--- src/rtl/rf_wb_arbiter_pkg.sv ---
// Shared types for the register-file write-back path: the write request record
// and the register-zero constant.
package wb_pkg;

  typedef struct packed {
    logic [4:0]  addr;
    logic [31:0] data;
    logic [31:0] pc;
  } wb_req_t;

  localparam logic [4:0] REG_ZERO = 5'd0;

  function automatic logic [31:0] reg_onehot(input logic [4:0] a);
    return 32'd1 << a;
  endfunction

endpackage

--- src/rtl/rf_wb_arbiter_if.sv ---
// Bundle of pipeline, long-latency and register-file write-port signals
// around rf_wb_arbiter.
interface rf_wb_arbiter_if;
  logic        w_we;
  logic [4:0]  w_addr;
  logic [31:0] w_data;
  logic [31:0] w_pc;
  logic        lu_valid;
  logic        lu_ready;
  logic [4:0]  lu_addr;
  logic [31:0] lu_data;
  logic [31:0] lu_pc;
  logic        rf_wr;
  logic [4:0]  rf_a3;
  logic [31:0] rf_wd;
  logic [31:0] rf_pc;
  logic        wb_stall;
  logic [31:0] busy_mask;

  modport master (
    output w_we, w_addr, w_data, w_pc,
    output lu_valid, lu_addr, lu_data, lu_pc,
    input  lu_ready,
    input  rf_wr, rf_a3, rf_wd, rf_pc,
    input  wb_stall, busy_mask
  );

  modport slave (
    input  w_we, w_addr, w_data, w_pc,
    input  lu_valid, lu_addr, lu_data, lu_pc,
    output lu_ready,
    output rf_wr, rf_a3, rf_wd, rf_pc,
    output wb_stall, busy_mask
  );
endinterface

--- src/rtl/rf_wb_arbiter_fifo.sv ---
// Long-latency result queue: circular buffer with extra-bit pointers and a
// per-entry address/valid view used to build the pending-write scoreboard.
module wb_fifo
  import wb_pkg::*;
#(
  parameter int DEPTH = 4
) (
  input  logic               clk,
  input  logic               reset,
  input  logic               push,
  input  wb_req_t            push_req,
  input  logic               pop,
  output wb_req_t            head,
  output logic               full,
  output logic               empty,
  output logic [DEPTH*5-1:0] ent_addr,
  output logic [DEPTH-1:0]   ent_vld
);

  localparam int IDX_W = $clog2(DEPTH);
  localparam logic [IDX_W:0] PTR_ONE = 1;

  wb_req_t        mem [DEPTH];
  logic [IDX_W:0] wr_ptr, rd_ptr, count;

  assign count = wr_ptr - rd_ptr;
  assign empty = (wr_ptr == rd_ptr);
  assign full  = (wr_ptr[IDX_W] != rd_ptr[IDX_W]) &&
                 (wr_ptr[IDX_W-1:0] == rd_ptr[IDX_W-1:0]);
  assign head  = mem[rd_ptr[IDX_W-1:0]];

  always_ff @(posedge clk or negedge reset) begin
    if (!reset) begin
      wr_ptr <= '0;
      rd_ptr <= '0;
    end else begin
      if (push && !full) wr_ptr <= wr_ptr + PTR_ONE;
      if (pop && !empty) rd_ptr <= rd_ptr + PTR_ONE;
    end
  end

  always_ff @(posedge clk) begin
    if (push && !full) mem[wr_ptr[IDX_W-1:0]] <= push_req;
  end

  // An entry is live when its distance from the read pointer is below occupancy.
  for (genvar g = 0; g < DEPTH; g++) begin : g_ent
    logic [IDX_W-1:0] rel;
    assign rel                = IDX_W'(g) - rd_ptr[IDX_W-1:0];
    assign ent_vld[g]         = ({1'b0, rel} < count);
    assign ent_addr[g*5 +: 5] = mem[g].addr;
  end

endmodule

--- src/rtl/rf_wb_arbiter.sv ---
// Register-file write-port driver: merges in-order W-stage writes with queued
// long-latency results. Define WB_TRACE_EN to print each register write.
module rf_wb_arbiter
  import wb_pkg::*;
#(
  parameter int DEPTH      = 4,
  parameter int STARVE_MAX = 8
) (
  input logic           clk,
  input logic           reset,
  rf_wb_arbiter_if.slave bus
);

  localparam int              CNT_W   = $clog2(STARVE_MAX + 1);
  localparam logic [CNT_W-1:0] CNT_MAX = CNT_W'(STARVE_MAX);
  localparam logic [CNT_W-1:0] CNT_ONE = CNT_W'(1);

  wb_req_t            lu_req, w_req, head, req_nxt, req_p1;
  logic               push, pop, full, empty, w_live;
  logic               wr_nxt, wr_p1, stall_nxt, stall_p1;
  logic [CNT_W-1:0]   cnt_nxt, cnt_p1;
  logic [DEPTH*5-1:0] ent_addr;
  logic [DEPTH-1:0]   ent_vld;
  logic [31:0]        busy;

  assign lu_req       = {bus.lu_addr, bus.lu_data, bus.lu_pc};
  assign w_req        = {bus.w_addr, bus.w_data, bus.w_pc};
  assign w_live       = bus.w_we && (bus.w_addr != REG_ZERO);
  assign bus.lu_ready = reset && !full;
  // Writes to r0 are acknowledged but never occupy a queue slot.
  assign push         = bus.lu_valid && bus.lu_ready && (bus.lu_addr != REG_ZERO);

  wb_fifo #(.DEPTH(DEPTH)) u_fifo (
    .clk      (clk),
    .reset    (reset),
    .push     (push),
    .push_req (lu_req),
    .pop      (pop),
    .head     (head),
    .full     (full),
    .empty    (empty),
    .ent_addr (ent_addr),
    .ent_vld  (ent_vld)
  );

  always_comb begin
    busy = '0;
    for (int i = 0; i < DEPTH; i++) begin
      if (ent_vld[i]) busy = busy | reg_onehot(ent_addr[i*5 +: 5]);
    end
    busy[0] = 1'b0;
  end
  assign bus.busy_mask = busy;

  always_comb begin
    pop     = 1'b0;
    wr_nxt  = 1'b0;
    req_nxt = req_p1;
    if (stall_p1 && !empty) begin
      pop     = 1'b1;
      wr_nxt  = 1'b1;
      req_nxt = head;
    end else if (w_live) begin
      wr_nxt  = 1'b1;
      req_nxt = w_req;
    end else if (!empty) begin
      pop     = 1'b1;
      wr_nxt  = 1'b1;
      req_nxt = head;
    end

    if (pop || empty)         cnt_nxt = '0;
    else if (cnt_p1 < CNT_MAX) cnt_nxt = cnt_p1 + CNT_ONE;
    else                      cnt_nxt = cnt_p1;

    // Reaching the limit implies no pop this cycle, so the forced drain next
    // cycle drops the counter and this flag together.
    stall_nxt = (cnt_nxt == CNT_MAX);
  end

  // ---- stage p1: registered write port and starvation state ----
  always_ff @(posedge clk or negedge reset) begin
    if (!reset) begin
      wr_p1    <= 1'b0;
      req_p1   <= '0;
      cnt_p1   <= '0;
      stall_p1 <= 1'b0;
    end else begin
      wr_p1    <= wr_nxt;
      req_p1   <= req_nxt;
      cnt_p1   <= cnt_nxt;
      stall_p1 <= stall_nxt;
    end
  end

  assign bus.rf_wr    = wr_p1;
  assign bus.rf_a3    = req_p1.addr;
  assign bus.rf_wd    = req_p1.data;
  assign bus.rf_pc    = req_p1.pc;
  assign bus.wb_stall = stall_p1;

`ifdef WB_TRACE_EN
  always @(posedge clk) begin
    if (bus.rf_wr) $display("%d@%h: $%d <= %h", $time, bus.rf_pc, bus.rf_a3, bus.rf_wd);
  end
`endif

endmodule

--- src/flat_wrapper.sv ---
// flat-port wrapper written by rule: the top's interface ports become plain ports
module rf_wb_arbiter_flat import wb_pkg::*;
#(
  parameter int DEPTH      = 4,
  parameter int STARVE_MAX = 8
)
  (clk, reset, bus_w_we, bus_w_addr, bus_w_data, bus_w_pc, bus_lu_valid, bus_lu_addr, bus_lu_data, bus_lu_pc, bus_lu_ready, bus_rf_wr, bus_rf_a3, bus_rf_wd, bus_rf_pc, bus_wb_stall, bus_busy_mask);
  rf_wb_arbiter_if bus_i ();
  input logic clk;
  input logic reset;
  input wire logic [$bits(bus_i.w_we)-1:0] bus_w_we;
  input wire logic [$bits(bus_i.w_addr)-1:0] bus_w_addr;
  input wire logic [$bits(bus_i.w_data)-1:0] bus_w_data;
  input wire logic [$bits(bus_i.w_pc)-1:0] bus_w_pc;
  input wire logic [$bits(bus_i.lu_valid)-1:0] bus_lu_valid;
  input wire logic [$bits(bus_i.lu_addr)-1:0] bus_lu_addr;
  input wire logic [$bits(bus_i.lu_data)-1:0] bus_lu_data;
  input wire logic [$bits(bus_i.lu_pc)-1:0] bus_lu_pc;
  output wire logic [$bits(bus_i.lu_ready)-1:0] bus_lu_ready;
  output wire logic [$bits(bus_i.rf_wr)-1:0] bus_rf_wr;
  output wire logic [$bits(bus_i.rf_a3)-1:0] bus_rf_a3;
  output wire logic [$bits(bus_i.rf_wd)-1:0] bus_rf_wd;
  output wire logic [$bits(bus_i.rf_pc)-1:0] bus_rf_pc;
  output wire logic [$bits(bus_i.wb_stall)-1:0] bus_wb_stall;
  output wire logic [$bits(bus_i.busy_mask)-1:0] bus_busy_mask;
  assign bus_i.w_we = bus_w_we;
  assign bus_i.w_addr = bus_w_addr;
  assign bus_i.w_data = bus_w_data;
  assign bus_i.w_pc = bus_w_pc;
  assign bus_i.lu_valid = bus_lu_valid;
  assign bus_i.lu_addr = bus_lu_addr;
  assign bus_i.lu_data = bus_lu_data;
  assign bus_i.lu_pc = bus_lu_pc;
  assign bus_lu_ready = bus_i.lu_ready;
  assign bus_rf_wr = bus_i.rf_wr;
  assign bus_rf_a3 = bus_i.rf_a3;
  assign bus_rf_wd = bus_i.rf_wd;
  assign bus_rf_pc = bus_i.rf_pc;
  assign bus_wb_stall = bus_i.wb_stall;
  assign bus_busy_mask = bus_i.busy_mask;
  rf_wb_arbiter #(.DEPTH(DEPTH), .STARVE_MAX(STARVE_MAX)) u_core (.clk(clk), .reset(reset), .bus(bus_i));
endmodule
--- config.mk ---
export PLATFORM = sky130hd
export DESIGN_NAME = rf_wb_arbiter_flat
export DESIGN_NICKNAME = d
export VERILOG_FILES = /design/src/rtl/rf_wb_arbiter_pkg.sv /design/src/rtl/rf_wb_arbiter_if.sv /design/src/rtl/rf_wb_arbiter_fifo.sv /design/src/rtl/rf_wb_arbiter.sv /design/src/flat_wrapper.sv
export SDC_FILE = /design/constraint.sdc
export NUM_CORES = 1
export LEC_CHECK = 0
export ABC_AREA = 1
export CORE_MARGIN = 8
export CORE_UTILIZATION = 45
export CTS_CLUSTER_DIAMETER = 80
export DETAILED_ROUTE_END_ITERATION = 16
export MAX_ROUTING_LAYER = met4
export PLACE_DENSITY = 0.68
export SYNTH_ARGS = -nofsm -noshare
export SYNTH_HDL_FRONTEND = slang
export SYNTH_SLANG_ARGS = --single-unit
--- constraint.sdc ---
create_clock -name clk -period 11.9 [get_ports clk]
set_input_delay 1.785 -clock clk [delete_from_list [all_inputs] [get_ports clk]]
set_output_delay 1.785 -clock clk [all_outputs]
set_load 0.05 [all_outputs]
# Yosys cells after proc, flatten, opt, wreduce, memory -nomap -nowiden
# Memories as Yosys holds them, arrays and structs flattened.
# Cells that the tools add are included.
# word_totals
register_bits	81
ramBits	276
inputBits	142
out_inout_bits	104
word_cells	63
memories	1
# memory_table
memory	words	word_bits	rd	rd_ports_with_merged_regs	wr	line	source
u_core.u_fifo.mem	4	69	5	0	1	rf_wb_arbiter_fifo.sv:23	wb_req_t mem [DEPTH];
# op_classes
add_sub_neg	8
n_lt_le_gt_ge	5
eq_ne	5
shift	4
mux	16
n_bitwise	3
n_reduce_logical	13
# ops
operator	count
$mux 69	3
$mux 32	4
$shl 1x5->32 const A	4
$or 32x32->32	3
$lt 2x3->1	4
$reduce_bool 5->1	2
$logic_and 1x1->1	8
$mux 4	2
$mux 1	7
$add 3x1->3 const B	2
$add 4x1->4 const B	1
$eq 4x4->1 const B	1
$lt 4x4->1 const B	1
$sub 1x2->2 const A	2
$sub 2x2->2 const A	2
$eq 3x3->1	1
$ne 3x3->1 const B	1
$sub 3x3->3	1
$eq 2x2->1	1
$logic_not 1->1	2
$logic_or 1x1->1	1
$ne 1x1->1	1

# Depth between registers and ports, before layout
# Gate-level depths: netlist of run 1.
# logic_depth
depth_word	9
ltp_mapped	14
ltp_nobuf	13

# Hierarchy
# From an unflattened synthesis of run 1, not the netlist that was laid out.
# unflattened
hier_cells	1485
hier_area_um2	16658.5
# modules_own_cells
module	n_inst	cells_each	area_per_inst_um2	seq_area_each_um2
wb_fifo	1	767	11597.4	8438.1
rf_wb_arbiter	1	718	5061.1	1876.8

# Least setup slack after synthesis of run 1
# Ideal clock, no wire load.
# synth_path
path_type	input port to flip-flop
startpoint	in bus_lu_addr[3]
endpoint	mem u_core.u_fifo.mem[0][0] in the netlist's numbering, enable pin
arrival_ps	5162
slack_ps	6242
cell_stages	6
path_buffers	0
path_cell_list	nor3_1 -> nand2_1 -> nand2_1 -> nor2_1 -> inv_1 -> nor2_1
# synth_via
elab_chain_len	5
# synth_lines
element	line	source
start: declaration	flat_wrapper.sv:16	input wire logic [$bits(bus_i.lu_addr)-1:0] bus_lu_addr;
$reduce_bool 5->1	rf_wb_arbiter.sv:31	assign push = bus.lu_valid && bus.lu_ready && (bus.lu_addr != REG_ZERO);
$logic_and 1x1->1	rf_wb_arbiter.sv:31	
$logic_and 1x1->1	rf_wb_arbiter_fifo.sv:43	if (push && !full) mem[wr_ptr[IDX_W-1:0]] <= push_req;
$mux 1	rf_wb_arbiter_fifo.sv:43	
$mux 1 (not written as such)	rf_wb_arbiter_fifo.sv:43	
end: declaration	rf_wb_arbiter_fifo.sv:23	
# Every way passes these cells.

# Worst setup path in the final report of run 1
# layout_path
startpoint	reg u_core.u_fifo.rd_ptr[1]
endpoint	out bus_busy_mask[17]
# layout_via
elab_chain_len	9
# layout_lines
element	line	source
start: declaration	rf_wb_arbiter_fifo.sv:24	logic [IDX_W:0] wr_ptr, rd_ptr, count;
start signal: assignment	rf_wb_arbiter_fifo.sv:38	if (pop && !empty) rd_ptr <= rd_ptr + PTR_ONE;
$sub 3x3->3 or $sub 1x2->2 (tied branches)	rf_wb_arbiter_fifo.sv:26, rf_wb_arbiter_fifo.sv:49	
$lt 2x3->1	rf_wb_arbiter_fifo.sv:50	assign ent_vld[g] = ({1'b0, rel} < count);
$mux 32	rf_wb_arbiter.sv:49	if (ent_vld[i]) busy = busy | reg_onehot(ent_addr[i*5 +: 5]);
$or 32x32->32	rf_wb_arbiter.sv:49	
$mux 32	rf_wb_arbiter.sv:49	
$or 32x32->32	rf_wb_arbiter.sv:49	
$mux 32	rf_wb_arbiter.sv:49	
$or 32x32->32	rf_wb_arbiter.sv:49	
$mux 32 (*)	rf_wb_arbiter.sv:49	
end: declaration	flat_wrapper.sv:25	output wire logic [$bits(bus_i.busy_mask)-1:0] bus_busy_mask;
# Mark *: on every way between the ends. The rest lies on a longest branch, timed or not.

==> PnR_summary.wiki, run 1 <==
{| class="wikitable"
! Metric !! Value
|-
| All-layer global routing usage || 22.4%
|-
| Filler Cells Inserted || roughly 3.3k
|-
| Clock tree from TritonCTS || built
|-
| Async set-or-reset flop fraction in the synthesized netlist || 22.7%
|-
| Total length of routed wires || 49300 um
|-
| Power density over the cells || between 200 and 300 nW/um^2
|-
| Sequential-to-total area share from yosys stat || 61.1%
|-
| Detailed-router iteration count before antenna repair || 5
|-
| Port Buffers || 244
|-
| Initial core utilization || between 40% and 50%
|-
| Relative slew slack || around 18%
|-
| HPWL after DPL || just over 30000 um
|-
| Clock tree buffer depth || 3
|-
| Seq cells post-synth || about 360
|-
| First-pass GRT wire length || between 70000 and 80000 um
|-
| Buffers and inverters on the worst path || 4
|-
| Post-CTS setup-driven buffer insertion count || 0
|-
| Seq. cell area || ~10000 sq um
|-
| Share of the clock period used by the worst path || between 50% and 60%
|-
| Insertion delay to the later sink of the worst-skew pair || ~0.54 ns
|-
| Number of antenna violations at the first check in global routing || 5
|-
| Slowest-stage cell, CP || sky130_fd_sc_hd__nand3_1
|-
| Final count of pins violating max slew || 0
|-
| Area overhead of the layout relative to synthesis || 22.7%
|-
| Cell family with most CP delay || buffers and inverters
|-
| Root buffer cell || sky130_fd_sc_hd__clkbuf_16
|-
| Via count of the first global-routing pass || 13.0k
|-
| Die width || 210 um
|-
| Slew of the pin with the lowest slew margin || between 1 and 1.5 ns
|-
| EDFF count, synth || between 200 and 300
|-
| Top-Level Pins || between 200 and 250
|-
| Critical path startpoint category || flip-flop
|-
| Post-layout power || 5.26 mW
|-
| Drc violations || 0
|-
| Static Leak || approximately 8.5 nW
|-
| Upper clock frequency limit || roughly 0.15 GHz
|-
| Commonest cells after routing, fill and taps aside || sky130_fd_sc_hd__nand2_1 (668), sky130_fd_sc_hd__nand3_1 (339), sky130_fd_sc_hd__edfxtp_1 (276), sky130_fd_sc_hd__clkdlybuf4s50_1 (243), sky130_fd_sc_hd__inv_1 (121)
|-
| Synthesized area per cell || 9.10 sq um
|-
| Run status || finished, final reports clean
|-
| Clock buffer count from CTS || 39
|-
| Die height || about 210 um
|-
| Crit path largest cell delay || ~0.86 ns
|-
| Required time of the worst setup path || 10.12 ns
|-
| Synth Net Count || just over 2k
|-
| Post-cts repair resize count || 0
|-
| Max-capacitance violation count || 0
|-
| Ordered cell list for the critical path || inv_2 > buf_4 > ha_1 > o21bai_1 > nand3_1 > nand3_1 > nand2_1 > inv_1 > nand2_1 > clkdlybuf4s50_1
|-
| TNS Setup || 0 ns
|-
| Number of warnings issued by yosys || 0
|-
| Clk_skew || 0.0146 ns
|-
| Number of antenna-violating nets in the routed design || 0
|-
| Final Hold Fails || 0
|-
| CTS Hold Buffers Added || 0
|-
| Footprint of the multi-input gates || 5540 sq um
|-
| Top FF cell, synth || sky130_fd_sc_hd__edfxtp_1
|-
| Average detailed-routed wire length per instance || 19.4 um
|-
| Clock sink total || 357
|-
| DR vias || around 14k
|-
| Detailed-route vias per instance || roughly 5.3
|-
| Total stage count of the critical path || 10
|-
| IR drop worst, VDD || 0.000168 V
|-
| Number of cells traversed by the worst register-to-register path || 9
|-
| Minimum period implied by the final worst setup slack || 6.74 ns
|-
| Die outline area || roughly 44000 sq um
|-
| Cells after Synth || around 1.9k
|-
| Crit path kind || flip-flop to output pin
|-
| Arrival @ worst endpoint || about 5.0 ns
|-
| Share of cells above drive strength 1 || just over 4%
|-
| CP max FO || 74
|-
| Total Nets Final || between 2k and 2.5k
|-
| Hold WC Path Type || flip-flop to flip-flop
|-
| Remaining Overflow, GRT || 0
|-
| Row count || slightly above 70
|-
| CP Capture Type || output pin
|-
| Final setup viols || 0
|-
| Unrepaired setup endpoints after global routing || no
|-
| Commonest non-fill, non-tap cell in the layout || sky130_fd_sc_hd__nand2_1
|-
| Clock input transition at the sequential cells of the worst setup and hold paths || 0.06 ns
|-
| Placer's final routability congestion estimate || approximately 0.94
|-
| Cell area after technology mapping || around 17000 sq um
|-
| Count of different cell masters after synthesis || 29
|-
| Hold-critical path depth || 2
|-
| Number of design-rule violations left by the first detailed-router iteration || ~1.1k
|-
| Core region area || roughly 37000 sq um
|-
| Maximum number of pins on one net before global-route repair || approximately 100
|-
| Maximum level of the CTS H-tree || 2
|}
[synthesized netlist by cell type (2+ instances only)]
library cell / count / area (sq um)
sky130_fd_sc_hd__a21oi_1: 9 / 45.0
sky130_fd_sc_hd__buf_1: 14 / 52.6
sky130_fd_sc_hd__buf_2: 58 / 290
sky130_fd_sc_hd__buf_4: 3 / 22.5
sky130_fd_sc_hd__buf_6: 3 / 33.8
sky130_fd_sc_hd__clkbuf_1: 46 / 173
sky130_fd_sc_hd__clkinv_1: 9 / 33.8
sky130_fd_sc_hd__dfrtp_1: 81 / 2030
sky130_fd_sc_hd__edfxtp_1: 276 / 8290
sky130_fd_sc_hd__ha_1: 13 / 163
sky130_fd_sc_hd__inv_1: 121 / 454
sky130_fd_sc_hd__inv_2: 4 / 15.0
sky130_fd_sc_hd__nand2_1: 668 / 2510
sky130_fd_sc_hd__nand2_2: 2 / 12.5
sky130_fd_sc_hd__nand2_4: 2 / 22.5
sky130_fd_sc_hd__nand3_1: 339 / 1700
sky130_fd_sc_hd__nand3b_1: 10 / 75.1
sky130_fd_sc_hd__nand4_1: 57 / 357
sky130_fd_sc_hd__nor2_1: 100 / 375
sky130_fd_sc_hd__nor3_1: 15 / 75.1
sky130_fd_sc_hd__o21ai_0: 12 / 60.1
sky130_fd_sc_hd__o21ai_1: 2 / 10.0
sky130_fd_sc_hd__o21bai_1: 3 / 22.5
sky130_fd_sc_hd__xor2_1: 3 / 26.3
[power breakdown]
group	internal, mW	switching (mW)
sequential	1.60	0.197
clock	0.654	0.480
combinational	0.679	1.65
total	2.93	2.33
[stage by stage]
stage          setup WS [ns]  hold slack (ns)  instance area, sq um  util [%]  cells
2_1_floorplan           6.24            0.516                 16900         -   1855
3_3_place_gp            5.72            0.461                 19500      52.3   2463
3_5_place_dp            5.73            0.464                 19500      52.3   2463
4_1_cts                 5.15            0.480                 20700      55.5   2534
5_1_grt                 4.88            0.486                 20700      55.5   2539
6_report                5.16            0.473                 20700      55.5   2539
[layer usage]
metal  routed length (um)  up-vias  track usage, %
met1                21200     6529            29.1
met2                23800      461            36.0
met3                 3310       63            3.97
met4                  943        0            6.37
li1                     -     6520               -
met5                    0        -               -
[kinds of logic after synthesis]
logic type | Yosys count | synth area share [%]
xor gates and xnor gates | 4 | 0.207
adders and majority gates | 14 | 1.08
and+or+nand+nor | 1194 | 30.4
buffers and inverters | 258 | 6.36
AOI/OAI and AO/OA | 27 | 0.859
DFF | 357 | 61.1
other | 1 | 0.0222
[flip-flops by register name, indices dropped and copies added, names as in the netlist]
| name | flops |
|---|---|
| u_core.u_fifo.rd_ptr | 3 |
| u_core.cnt_p1 | 4 |
| u_core.bus.wb_stall | 1 |
| u_core.bus.rf_pc | 32 |
| u_core.bus.rf_a3 | 5 |
| u_core.bus.rf_wd | 32 |
| u_core.bus.rf_wr | 1 |
| u_core.u_fifo.mem | 276 |
| u_core.u_fifo.wr_ptr | 3 |
[path summary, 6_finish.rpt]
check | slack, ns | startpoint | to
max in group asynchronous | 9.37 | reset | u_core.u_fifo.rd_ptr[0]
min in group asynchronous | 1.15 | reset | u_core.bus.rf_wd[10]
max | 5.16 | u_core.u_fifo.rd_ptr[1] | bus_busy_mask[17]
min reg2reg | 0.47 | u_core.bus.rf_pc[22] | u_core.bus.rf_pc[22]
max reg2reg | 7.08 | u_core.u_fifo.rd_ptr[1] | u_core.u_fifo.mem[3][14]
min | 0.47 | u_core.bus.rf_pc[22] | u_core.bus.rf_pc[22]
[worst register-to-register path: stages (launching register included)]
cell and delay (ns):
sky130_fd_sc_hd__dfrtp_4 0.84, sky130_fd_sc_hd__inv_2 0.21, sky130_fd_sc_hd__buf_4 0.76, sky130_fd_sc_hd__ha_1 0.39
sky130_fd_sc_hd__nand2_1 0.09, sky130_fd_sc_hd__o21ai_0 0.16, sky130_fd_sc_hd__nor2_1 0.35, sky130_fd_sc_hd__inv_1 0.25
sky130_fd_sc_hd__nor2_4 0.60, sky130_fd_sc_hd__buf_4 0.76
[final cells by class]
| cell class | count | share of cell area (%) |
|---|---|---|
| Antenna cell | 5 | 0.0604 |
| Tap cell | 474 | 2.86 |
| Timing Repair Buffer | 258 | 12.3 |
| Clock inverter | 19 | 0.658 |
| Clock buffer | 52 | 5.14 |
| Inverter | 134 | 2.44 |
| Sequential cell | 357 | 49.8 |
| Multi-Input combinational cell | 1240 | 26.7 |
Note: power is estimated with default switching activity, not from simulation.
==> run 2, diff against run 1 <==
- clock period: 11.9 -> 6.35 ns (I/O delays scaled with it)
==> run 2 against run 1 <==
  * Routed wire length is 3.1% lower
  * Sequential power is 82% higher
  * Die area stayed put
  * Clock power is 100% higher
  * Power is 90% higher
  * Via count is 0.99% lower
  * Worst hold slack worse by 0.13 ns
  * Cell count is 0.32% higher
  * Flip-flop and latch count stayed put
==> PnR_summary.wiki, run 2 (synthesis gave the netlist of run 1 again) <==
{| class="wikitable"
! Metric !! Value
|-
| Ordered cell list for the critical path || inv_2 > buf_4 > ha_1 > nand2_1 > nand2_1 > nand3_1 > buf_4 > nand3_1 > nand2_1 > inv_1 > nand2_1 > clkdlybuf4s50_1
|-
| Area overhead of the layout relative to synthesis || 23.7%
|-
| Maximum level of the CTS H-tree || 2 (unchanged)
|-
| Relative slew slack || 20.7% (+2.3 points)
|-
| Port Buffers || 244 (unchanged)
|-
| Number of flip-flops under the largest register name || 276 (unchanged)
|-
| Number of design-rule violations left by the first detailed-router iteration || 1014 (-10%)
|-
| Post-cts repair resize count || 0 (unchanged)
|-
| Total length of routed wires || 47700 um (-3.1%)
|-
| Die height || 210 um (unchanged)
|-
| Number of antenna-violating nets in the routed design || 0 (unchanged)
|-
| Total Nets Final || 2189 (+0.14%)
|-
| Inst Count DP || 2465 (+0.081%)
|-
| Max-capacitance violation count || 0 (unchanged)
|-
| Top-Level Pins || 246 (unchanged)
|-
| Core region area || 37300 sq um (unchanged)
|-
| Number of non-filler instances in the completed layout || 2547 (+0.32%)
|-
| Insertion delay to the later sink of the worst-skew pair || 0.53 ns (about the same)
|-
| Maximum number of pins on one net before global-route repair || 90 (-12%)
|-
| DR vias || 13.4k (-0.99%)
|-
| Cell repeated most along the worst path || sky130_fd_sc_hd__nand2_1
|-
| Static Leak || 8.57 nW (+0.81%)
|-
| Detailed-router iteration count before antenna repair || 5 (unchanged)
|-
| Placer's final routability congestion estimate || 0.918 (-2.6%)
|-
| Remaining Overflow, GRT || 0 (unchanged)
|-
| Root buffer cell || sky130_fd_sc_hd__clkbuf_16
|-
| Drc violations || 0 (unchanged)
|-
| Crit path kind || flip-flop to output pin
|-
| TNS Setup || 0 ns (unchanged)
|-
| Commonest cells after routing, fill and taps aside || sky130_fd_sc_hd__nand2_1 (668), sky130_fd_sc_hd__nand3_1 (339), sky130_fd_sc_hd__edfxtp_1 (276), sky130_fd_sc_hd__clkdlybuf4s50_1 (243), sky130_fd_sc_hd__inv_1 (121)
|-
| Clock tree buffer depth || 3 (unchanged)
|-
| Via count of the first global-routing pass || 13.2k (+1.0%)
|-
| Share of cells above drive strength 1 || 4.41% (+0.38 points)
|-
| First-pass GRT wire length || 74900 um (-0.71%)
|-
| Slowest-stage cell, CP || sky130_fd_sc_hd__clkdlybuf4s50_1
|-
| Clock input transition at the sequential cells of the worst setup and hold paths || 0.06 ns (about the same)
|-
| Die outline area || 44000 sq um (unchanged)
|-
| Number of antenna violations at the first check in global routing || 8 (+3)
|-
| Required time of the worst setup path || 5.40 ns (-4.72 ns)
|-
| Final Hold Fails || 0 (unchanged)
|-
| Unrepaired setup endpoints after global routing || no
|-
| Crit path largest cell delay || 0.81 ns (-0.05 ns)
|-
| Arrival @ worst endpoint || 4.15 ns (-0.81 ns)
|-
| Post-CTS setup-driven buffer insertion count || 0 (unchanged)
|-
| Run status || finished, final reports clean
|-
| CTS Hold Buffers Added || 0 (unchanged)
|-
| Hold WC Path Type || primary input to asynchronous set/reset pin
|-
| Minimum period implied by the final worst setup slack || slightly above 5 ns
|-
| Clock tree from TritonCTS || built
|-
| Row count || 71 (unchanged)
|-
| CP max FO || 44 (-41%)
|-
| All-layer global routing usage || 21.9% (-0.46 points)
|-
| Die width || 210 um (unchanged)
|-
| CP Capture Type || output pin
|-
| Power density over the cells || 479 nW/um^2 (+89%)
|-
| Average detailed-routed wire length per instance || 18.7 um (-3.4%)
|-
| Clk_skew || 0.0335 ns (+0.0189 ns)
|-
| Final setup viols || 0 (unchanged)
|-
| Post-layout power || 10.0 mW (+90%)
|-
| IR drop worst, VDD || 0.000419 V (+150%)
|-
| Final standard cell utilization of the core || 56.0% (+0.45 points)
|-
| HPWL after DPL || 29700 um (-4.0%)
|-
| Initial core utilization || 45.3% (unchanged)
|-
| Clock buffer count from CTS || 40 (+2.6%)
|-
| Detailed-route vias per instance || 5.28 (-1.3%)
|-
| Share of the clock period used by the worst path || roughly four fifths
|-
| Critical path startpoint category || flip-flop
|-
| Upper clock frequency limit || 0.196 GHz
|-
| Slew of the pin with the lowest slew margin || 1.19 ns (-0.0312 ns)
|-
| Clock sink total || 357 (unchanged)
|-
| Commonest non-fill, non-tap cell in the layout || sky130_fd_sc_hd__nand2_1
|-
| Final count of pins violating max slew || 0 (unchanged)
|}
[run 2: cell count changes in the layout (fill, tap and decap cells not counted), moves of 2 or more]
| cell | change |
|---|---|
| sky130_fd_sc_hd__buf_4 | -2 |
| sky130_fd_sc_hd__clkinv_2 | +3 |
| sky130_fd_sc_hd__diode_2 | +3 |
| sky130_fd_sc_hd__clkinv_1 | -2 |
| sky130_fd_sc_hd__bufinv_16 | +2 |
| sky130_fd_sc_hd__buf_12 | +4 |
| sky130_fd_sc_hd__clkbuf_8 | -2 |
[run 2: routing by layer]
| metal | global-route usage [%] | share of wire (%) |
|---|---|---|
| met1 | 28.0 | 43 |
| met2 | 36.0 | 49 |
| met3 | 3.92 | 6.3 |
| met4 | 5.57 | 1.8 |
| met5 | - | 0 |
[run 2: metrics by stage]
step	setup WS [ns]	hold WS [ns]	cell area [sq um]
final	1.25	0.342	20900
after global routing	1.03	0.344	20900
after CTS	1.23	0.328	20900
after detailed placement	1.79	0.465	19600
after global placement	1.82	0.463	19600
after floorplan	1.13	0.516	16900
[run 2: critical path: cells and delay by family, from the launching register on]
kind	cells	cell delay (ns)
buf+inv	5	2.28
flops	1	0.47
simple gates	6	0.46
fa+ha+maj	1	0.36
[run 2: final cells by class]
class,instances,area (sq um)
sequential,357,10300
tap,474,593
inverter,134,505
timing repair buffer,260,2610
clock buffer,50,1060
multi-input combinational,1240,5540
fill,3310,16400
clock inverter,24,238
antenna,8,20.0
[run 2: path summary, 6_finish.rpt]
| path | from | end | slack [ns] | cells after the start |
|---|---|---|---|---|
| max reg2reg | u_core.u_fifo.rd_ptr[1] | u_core.u_fifo.mem[1][0] | 1.94 | 9 |
| max | u_core.u_fifo.rd_ptr[1] | bus_busy_mask[21] | 1.25 | 12 |
| max in group asynchronous | reset | u_core.bus.rf_wd[20] | 4.76 | 2 |
| min in group clk | u_core.bus.rf_pc[25] | u_core.bus.rf_pc[25] | 0.47 | 2 |
| min reg2reg | u_core.bus.rf_pc[25] | u_core.bus.rf_pc[25] | 0.47 | 2 |
| min | reset | u_core.bus.rf_wd[14] | 0.34 | 1 |
[run 2: power breakdown]
group          internal, mW  leakage, nW  switching (mW)
Clock                  1.32        0.628           0.932
Sequential             3.00         3.44           0.268
Combinational          1.31         4.51            3.17
Total                  5.63         8.57            4.37
